$ cat src/rtl/pwm_multi_pkg.sv
// pwm_multi_pkg: pi1 bus op codes, command codes and mode bit positions shared by the pwm_multi files.
package pwm_multi_pkg;

  typedef enum logic [1:0] {
    PINOOP = 2'b00,
    PIWROP = 2'b01,
    PIRDOP = 2'b10,
    PIRWOP = 2'b11
  } pi1_op_e;

  typedef enum logic [2:0] {
    CMD_SELECT   = 3'd0,
    CMD_PERIOD   = 3'd1,
    CMD_DUTY     = 3'd2,
    CMD_MODE     = 3'd3,
    CMD_PRESCALE = 3'd4,
    CMD_SYNC     = 3'd5,
    CMD_NOP6     = 3'd6,
    CMD_NOP7     = 3'd7
  } cmd_e;

  localparam int MODE_EN_BIT     = 0;
  localparam int MODE_CENTER_BIT = 1;
  localparam int MODE_INV_BIT    = 2;

  // Counter width: the command word keeps 3 bits for the opcode.
  function automatic int cnt_bits(input int archbitsz);
    return archbitsz - 3;
  endfunction

endpackage

$ cat src/rtl/pwm_multi_chan.sv
// pwm_multi_chan: one PWM channel -- counter with direction, shadow/active period and duty, compare, output flop.
module pwm_multi_chan
  import pwm_multi_pkg::*;
#(
  parameter int CNTBITSZ = 29
) (
  input  logic                clk_i,
  input  logic                rst_i,
  input  logic                tick,
  input  logic                sync,
  input  logic                wr_period,
  input  logic                wr_duty,
  input  logic                wr_mode,
  input  logic [CNTBITSZ-1:0] wdata,
  output logic                pwm
);

  localparam logic [CNTBITSZ-1:0] ONE_C = {{(CNTBITSZ-1){1'b0}}, 1'b1};

  logic [CNTBITSZ-1:0] cnt_r, cnt_s;
  logic [CNTBITSZ-1:0] sh_period_r, sh_period_s, sh_duty_r, sh_duty_s;
  logic [CNTBITSZ-1:0] act_period_r, act_period_s, act_duty_r, act_duty_s;
  logic [CNTBITSZ-1:0] period_eff_s;
  logic                dir_down_r, dir_down_s;
  logic                en_r, en_s, center_r, center_s, inv_r, inv_s;
  logic                pwm_r, pwm_s;
  logic                boundary_s;

  // Next-state: counter stepping, shadow commit at the period boundary, mode and shadow writes, compare.
  always_comb begin
    cnt_s        = cnt_r;
    dir_down_s   = dir_down_r;
    act_period_s = act_period_r;
    act_duty_s   = act_duty_r;
    en_s         = en_r;
    center_s     = center_r;
    inv_s        = inv_r;
    boundary_s   = tick && (cnt_r == '0) && (!center_r || !dir_down_r);
    // The step leaving the boundary already uses the freshly committed period.
    period_eff_s = boundary_s ? sh_period_r : act_period_r;

    if (!en_r || sync) begin
      cnt_s        = '0;
      dir_down_s   = 1'b0;
      act_period_s = sh_period_r;
      act_duty_s   = sh_duty_r;
    end else if (tick) begin
      if (boundary_s) begin
        act_period_s = sh_period_r;
        act_duty_s   = sh_duty_r;
      end else begin
        act_period_s = act_period_r;
        act_duty_s   = act_duty_r;
      end
      if (!center_r) begin
        if (cnt_r >= period_eff_s) cnt_s = '0;
        else cnt_s = cnt_r + ONE_C;
      end else if (!dir_down_r) begin
        if (cnt_r >= period_eff_s) dir_down_s = 1'b1;
        else cnt_s = cnt_r + ONE_C;
      end else begin
        if (cnt_r == '0) dir_down_s = 1'b0;
        else cnt_s = cnt_r - ONE_C;
      end
    end else begin
      cnt_s = cnt_r;
    end

    if (wr_mode) begin
      en_s       = wdata[MODE_EN_BIT];
      center_s   = wdata[MODE_CENTER_BIT];
      inv_s      = wdata[MODE_INV_BIT];
      dir_down_s = 1'b0;
    end else begin
      en_s     = en_r;
      center_s = center_r;
      inv_s    = inv_r;
    end

    sh_period_s = wr_period ? wdata : sh_period_r;
    sh_duty_s   = wr_duty ? wdata : sh_duty_r;

    if (en_r) pwm_s = (cnt_r < act_duty_r) ^ inv_r;
    else pwm_s = inv_r;
  end

  // Channel state registers.
  always_ff @(posedge clk_i) begin
    if (rst_i) begin
      cnt_r        <= '0;
      dir_down_r   <= 1'b0;
      sh_period_r  <= '0;
      sh_duty_r    <= '0;
      act_period_r <= '0;
      act_duty_r   <= '0;
      en_r         <= 1'b0;
      center_r     <= 1'b0;
      inv_r        <= 1'b0;
      pwm_r        <= 1'b0;
    end else begin
      cnt_r        <= cnt_s;
      dir_down_r   <= dir_down_s;
      sh_period_r  <= sh_period_s;
      sh_duty_r    <= sh_duty_s;
      act_period_r <= act_period_s;
      act_duty_r   <= act_duty_s;
      en_r         <= en_s;
      center_r     <= center_s;
      inv_r        <= inv_s;
      pwm_r        <= pwm_s;
    end
  end

  assign pwm = pwm_r;

endmodule

$ cat src/rtl/pwm_multi.sv
// pwm_multi: multi-channel PWM on the pi1 bus -- command decode, channel select, shared prescaler, read mux.
// Build option PWM_MULTI_SYNC_EN makes the SYNC command phase-align all enabled channels.
module pwm_multi
  import pwm_multi_pkg::*;
#(
  parameter int  PWM_COUNT = 8,
  parameter int  CLKFREQ   = 1,
  parameter int  ARCHBITSZ = 32,
  localparam int ADDRBITSZ = ARCHBITSZ - $clog2(ARCHBITSZ / 8)
) (
  input  logic                   clk_i,
  input  logic                   rst_i,
  input  logic [1:0]             pi1_op_i,
  input  logic [ADDRBITSZ-1:0]   pi1_addr_i,
  input  logic [ARCHBITSZ-1:0]   pi1_data_i,
  output logic [ARCHBITSZ-1:0]   pi1_data_o,
  input  logic [ARCHBITSZ/8-1:0] pi1_sel_i,
  output logic                   pi1_rdy_o,
  output logic [ADDRBITSZ-1:0]   pi1_mapsz_o,
  input  logic [PWM_COUNT-1:0]   pwm_i,
  output logic [PWM_COUNT-1:0]   pwm_o
);

  localparam int CNTBITSZ = cnt_bits(ARCHBITSZ);
  localparam int RDW      = (PWM_COUNT < ARCHBITSZ) ? PWM_COUNT : ARCHBITSZ;
  localparam logic [ARCHBITSZ-1:0] CLKFREQ_C = ARCHBITSZ'(CLKFREQ);
  localparam logic [CNTBITSZ-1:0]  ONE_C     = {{(CNTBITSZ-1){1'b0}}, 1'b1};

  pi1_op_e               op_s;
  cmd_e                  cmd_s;
  logic [CNTBITSZ-1:0]   arg_s, wdata_s;
  logic [CNTBITSZ-1:0]   sel_r, prescale_r, presc_cnt_r;
  logic [ARCHBITSZ-1:0]  data_r, data_s, pwm_in_ext_s, pwm_out_ext_s;
  logic [PWM_COUNT-1:0]  pwm_s, wr_period_s, wr_duty_s, wr_mode_s;
  logic                  is_rw_s, is_wr_s, sel_ok_s, tick_s, sync_s;
  logic                  unused_s;

  assign op_s     = pi1_op_e'(pi1_op_i);
  assign cmd_s    = cmd_e'(pi1_data_i[2:0]);
  assign arg_s    = pi1_data_i[ARCHBITSZ-1:3];
  assign is_rw_s  = (op_s == PIRWOP);
  assign is_wr_s  = (op_s == PIWROP);
  assign sel_ok_s = (sel_r < CNTBITSZ'(PWM_COUNT));
  assign wdata_s  = is_wr_s ? pi1_data_i[CNTBITSZ-1:0] : arg_s;
  assign tick_s   = (presc_cnt_r >= prescale_r);
  assign unused_s = ^{pi1_addr_i, pi1_sel_i};

`ifdef PWM_MULTI_SYNC_EN
  assign sync_s = is_rw_s && (cmd_s == CMD_SYNC);
`else
  assign sync_s = 1'b0;
`endif

  // Read-data selection for the registered bus response.
  always_comb begin
    pwm_in_ext_s             = '0;
    pwm_in_ext_s[RDW-1:0]    = pwm_i[RDW-1:0];
    pwm_out_ext_s            = '0;
    pwm_out_ext_s[RDW-1:0]   = pwm_s[RDW-1:0];
    case (op_s)
      PIRDOP:  data_s = pwm_in_ext_s;
      PIWROP:  data_s = CLKFREQ_C;
      PIRWOP:  data_s = pwm_out_ext_s;
      default: data_s = data_r;
    endcase
  end

  // Bus response, channel select, prescale setting and the shared prescaler counter.
  always_ff @(posedge clk_i) begin
    if (rst_i) begin
      data_r      <= '0;
      sel_r       <= '0;
      prescale_r  <= '0;
      presc_cnt_r <= '0;
    end else begin
      data_r <= data_s;
      if (is_rw_s && (cmd_s == CMD_SELECT)) sel_r <= arg_s;
      if (is_rw_s && (cmd_s == CMD_PRESCALE)) prescale_r <= arg_s;
      if (sync_s || tick_s) presc_cnt_r <= '0;
      else presc_cnt_r <= presc_cnt_r + ONE_C;
    end
  end

  for (genvar i = 0; i < PWM_COUNT; i++) begin : g_chan
    logic hit_s;
    assign hit_s          = sel_ok_s && (sel_r == CNTBITSZ'(i));
    assign wr_period_s[i] = hit_s && is_rw_s && (cmd_s == CMD_PERIOD);
    assign wr_duty_s[i]   = hit_s && (is_wr_s || (is_rw_s && (cmd_s == CMD_DUTY)));
    assign wr_mode_s[i]   = hit_s && is_rw_s && (cmd_s == CMD_MODE);

    pwm_multi_chan #(
      .CNTBITSZ(CNTBITSZ)
    ) u_chan (
      .clk_i    (clk_i),
      .rst_i    (rst_i),
      .tick     (tick_s),
      .sync     (sync_s),
      .wr_period(wr_period_s[i]),
      .wr_duty  (wr_duty_s[i]),
      .wr_mode  (wr_mode_s[i]),
      .wdata    (wdata_s),
      .pwm      (pwm_s[i])
    );
  end

  assign pwm_o       = pwm_s;
  assign pi1_data_o  = data_r;
  assign pi1_rdy_o   = 1'b1;
  assign pi1_mapsz_o = {{(ADDRBITSZ-1){1'b0}}, 1'b1};

endmodule

$ cat config.mk
export PLATFORM = sky130hd
export DESIGN_NAME = pwm_multi
export DESIGN_NICKNAME = d
export VERILOG_FILES = /design/src/rtl/pwm_multi_pkg.sv /design/src/rtl/pwm_multi_chan.sv /design/src/rtl/pwm_multi.sv
export SDC_FILE = /design/constraint.sdc
export NUM_CORES = 2
export LEC_CHECK = 0
export ABC_AREA = 1
export CAP_MARGIN = 25
export CORE_UTILIZATION = 30
export CTS_CLUSTER_DIAMETER = 150
export DETAILED_ROUTE_END_ITERATION = 10
export PLACE_DENSITY_LB_ADDON = 0.2
export SYNTH_ARGS = -nofsm -noshare
export SYNTH_HDL_FRONTEND = slang
export SYNTH_SLANG_ARGS = --single-unit
$ cat constraint.sdc
create_clock -name clk_i -period 10.3 [get_ports clk_i]
set_input_delay 3.09 -clock clk_i [delete_from_list [all_inputs] [get_ports clk_i]]
set_output_delay 3.09 -clock clk_i [all_outputs]
set_load 0.02 [all_outputs]
==> flow_summary.yaml <==
clock_network:
  cts_resized: 0
  cts_sinks: 1295
  cts_inserted_buffers: 157
  clk-insertion-delay-late_ns: 0.82
  ctsRootBufferMaster: "clkbuf_16"
  path_clk_slew_ns: 0.06
  cts_setup_buffers: 0
  postCtsHoldBufs: 0
  cts_buffer_depth: 3
  cts_tree: "yes"
  htree_levels: 4
critical_path:
  arrival_ns: 7.18
  cpMostUsedCell: "nand2_1"
  max_stage_delay_ns: 0.64
  worstPathMaxFanout: 44
  crit_path_end_kind: "flop"
  reg2reg_depth: 25
  worst_ep_required_time_ns: 10.95
  reg2reg_to: "g_chan[0].u_chan.cnt_r[19]$_SDFFE_PP0P_"
  critPathLaunchType: "flop"
  critPathBufInv: 4
  crit_type: "reg -> reg"
  r2r-start: "prescale_r[28]$_SDFFE_PP0P_"
  crit_slowest_cell: "inv_2"
  crit_family: "simple AND/OR/NAND/NOR gates"
  r2r_slack_ns: 3.77
final_layout:
  layout-drive-gt1-share: 0.0540
  final_cell_mix: "2,940 x nand2_1, 1,959 x nor2_1, 1,295 x dfxtp_1"
  fin_cells: 15700
  nNetsFinal: 12600
  synthToLayoutAreaGrowth_pct: 10.9
  layout.cells.most_common: "nand2_1"
  n_fill_cell: 29100
grt:
  antenna_found_initial: 21
  grt_pass1_wl_um: 429000
  track_usage: 0.206
  grt_pass1_vias: 70100
  use_met1: 0.282
  grt_max_degree: 252
  use_met2: 0.339
  grt.overflow.total: 0
  grt_use_met3: 0.0237
  grt-busiest-layer: "met2"
yosys:
  ys.flop_type: "dfxtp_1"
  yosys.area.top_type: "dfxtp_1"
  synth_top_area_frac: 0.325
  synth_edf_count: 0
  yosysSeqAreaShare: 0.325
  yosys_warnings: 0
  ys_types: 61
  syn_area_mm2: 0.0797
  synthCells: 12300
  ys_ff_latch: 1295
  postSynthAreaPerCell_um2: 6.48
  yosys-top-cells-area: "dfxtp_1 33%, nand2_1 14%, nor2_1 9.2%"
  synthArstFlopShare: 0
routing:
  drt_first_pass_iters: 6
  drtAntennaViolNets: 0
  post_drt_wl_per_cell_um: 17.9
  num_vias: 75200
  routed_wl_um: 280000
  drcViolationCount: 0
  drtIter0Drc: 5349
  via_per_inst: 4.80
place:
  port-buffer-count: 59
  dp_hpwl_um: 181000
  dp_cells: 15400
  gp_congestion: 0.880
  dp_slack_ns: 3.45
sta:
  min_period_ns: 6.53
  max_freq_mhz: 153
  rsz0062_at_grt: "false"
  drv_slew: 0
  skew_ns: 0.0343
  worst_pin_slew_ns: 1.15
  setup_violations: 0
  hold_viol_final: 0
  setup_ws_ns: 3.77
  fin_crit_sh: 0.634
  relSlewSlack: 0.236
  setup_tns_ns: 0
floorplan:
  die_x_um: 517
  start_util: 0.303
  rows: 188
  design.core.area_mm2: 0.263
  pin_count: 149
  die_h_um: 517
  dieArea_mm2: 0.268
worst_hold_path:
  min_path_cells: 2
  hold_class: "reg -> reg"
  min_from: "sel_r[27]$_SDFFE_PP0P_"
  holdPathEnd: "sel_r[27]$_SDFFE_PP0P_"
power:
  cellPowerDensity_mw_per_mm2: 151
  ir_drop_mv: 0.180
  p_leak_nw: 37.8
run:
  cap_viol_max_count: 0
outcome:
  status: "finished, final reports clean"
## area by class of cell
class                           count  area [um2]  area share
Multi-Input combinational cell   9146       46000       0.521
Sequential cell                  1295       25900       0.294
Clock buffer                      218        4510      0.0511
Inverter                         1187        4470      0.0506
Tap cell                         3515        4400      0.0498
Timing Repair Buffer              235        2020      0.0228
Clock inverter                     65         931      0.0105
Antenna cell                        8        20.0    0.000227
## report_power, final
| part | total [mW] | internal, mW | switching (mW) | leakage, nW |
|---|---|---|---|---|
| Clock | 5.96 | 3.54 | 2.42 | 2.68 |
| Combinational | 2.27 | 0.610 | 1.66 | 24.7 |
| Sequential | 5.06 | 5.04 | 0.0178 | 10.4 |
| Total | 13.3 | 9.20 | 4.10 | 37.8 |
## flip-flops by register name, indices dropped and copies added, names as in the netlist
name / cells
sel_r: 29
g_chan.u_chan.act_duty_r: 232
g_chan.u_chan.act_period_r: 232
g_chan.u_chan.pwm: 8
g_chan.u_chan.dir_down_r: 8
g_chan.u_chan.en_r: 8
pi1_data_o: 8
g_chan.u_chan.center_r: 8
g_chan.u_chan.sh_period_r: 232
g_chan.u_chan.cnt_r: 232
g_chan.u_chan.sh_duty_r: 232
prescale_r: 29
g_chan.u_chan.inv_r: 8
presc_cnt_r: 29
## worst reg2reg max path, delay by kind of cell (launching register included)
family	cells	cell delay, ns
and+or+nand+nor	16	3.85
buffers and inverters	4	1.15
adders and majority gates	2	0.61
AOI/OAI and AO/OA	3	0.48
DFF	1	0.30
## synthesized netlist by cell type, types with 17 or more instances
cell / instances
nor2_1: 1962
xnor2_1: 37
nand4_1: 276
dfxtp_1: 1295
clkbuf_1: 313
nor3_1: 104
a21oi_1: 915
inv_2: 39
buf_6: 24
nor2_2: 37
buf_1: 29
nand3_1: 529
o21ai_1: 265
xor2_1: 217
o21a_1: 17
nand2_1: 2940
buf_4: 101
nand2_2: 21
a21oi_2: 36
ha_1: 502
inv_1: 1137
mux2i_1: 66
nor4_1: 19
o211ai_1: 24
o21ai_0: 963
buf_2: 259
## layer usage
metal	part of all wire	routed length (um)	up-vias
li1	-	-	39100
met1	0.48	133000	34300
met2	0.45	127000	1575
met3	0.048	13500	331
met4	0.024	6730	0
met5	0	0	-
## worst max-delay path by stage
stage / start / endpoint / slack, ns / depth (start not counted)
2_1_floorplan: pi1_op_i[0] / g_chan[4].u_chan.sh_duty_r[18]$_SDFFE_PP0P_ / 5.82 / 8
3_3_place_gp: pi1_op_i[0] / g_chan[7].u_chan.sh_period_r[25]$_SDFFE_PP0P_ / 3.44 / 9
5_1_grt: prescale_r[28]$_SDFFE_PP0P_ / g_chan[0].u_chan.cnt_r[24]$_SDFFE_PP0P_ / 3.25 / 26
4_1_cts: prescale_r[28]$_SDFFE_PP0P_ / g_chan[0].u_chan.cnt_r[25]$_SDFFE_PP0P_ / 3.63 / 26
3_5_place_dp: pi1_op_i[0] / g_chan[6].u_chan.sh_period_r[25]$_SDFFE_PP0P_ / 3.45 / 9
6_report: prescale_r[28]$_SDFFE_PP0P_ / g_chan[0].u_chan.cnt_r[19]$_SDFFE_PP0P_ / 3.77 / 25
## logic make-up after synthesis
group / synth area share
flops: 0.325
xor+xnor: 0.0279
compound gates: 0.148
mux: 0.00858
other cells: 0.0000943
buf+inv: 0.102
fa+ha+maj: 0.0788
simple gates: 0.309
## through the flow
step / power [mW] / hold WS, ns / area, um2 / utilization
final: 13.3 / 0.445 / 88300 / 0.336
after global placement: 7.44 / 0.431 / 82800 / 0.314
after floorplan: 6.76 / 0.423 / 79900 / -
after global routing: 13.9 / 0.473 / 88300 / 0.335
after detailed placement: 7.45 / 0.436 / 82800 / 0.315
after CTS: 13.5 / 0.443 / 88300 / 0.335
Power figures use the tool's default switching activity.
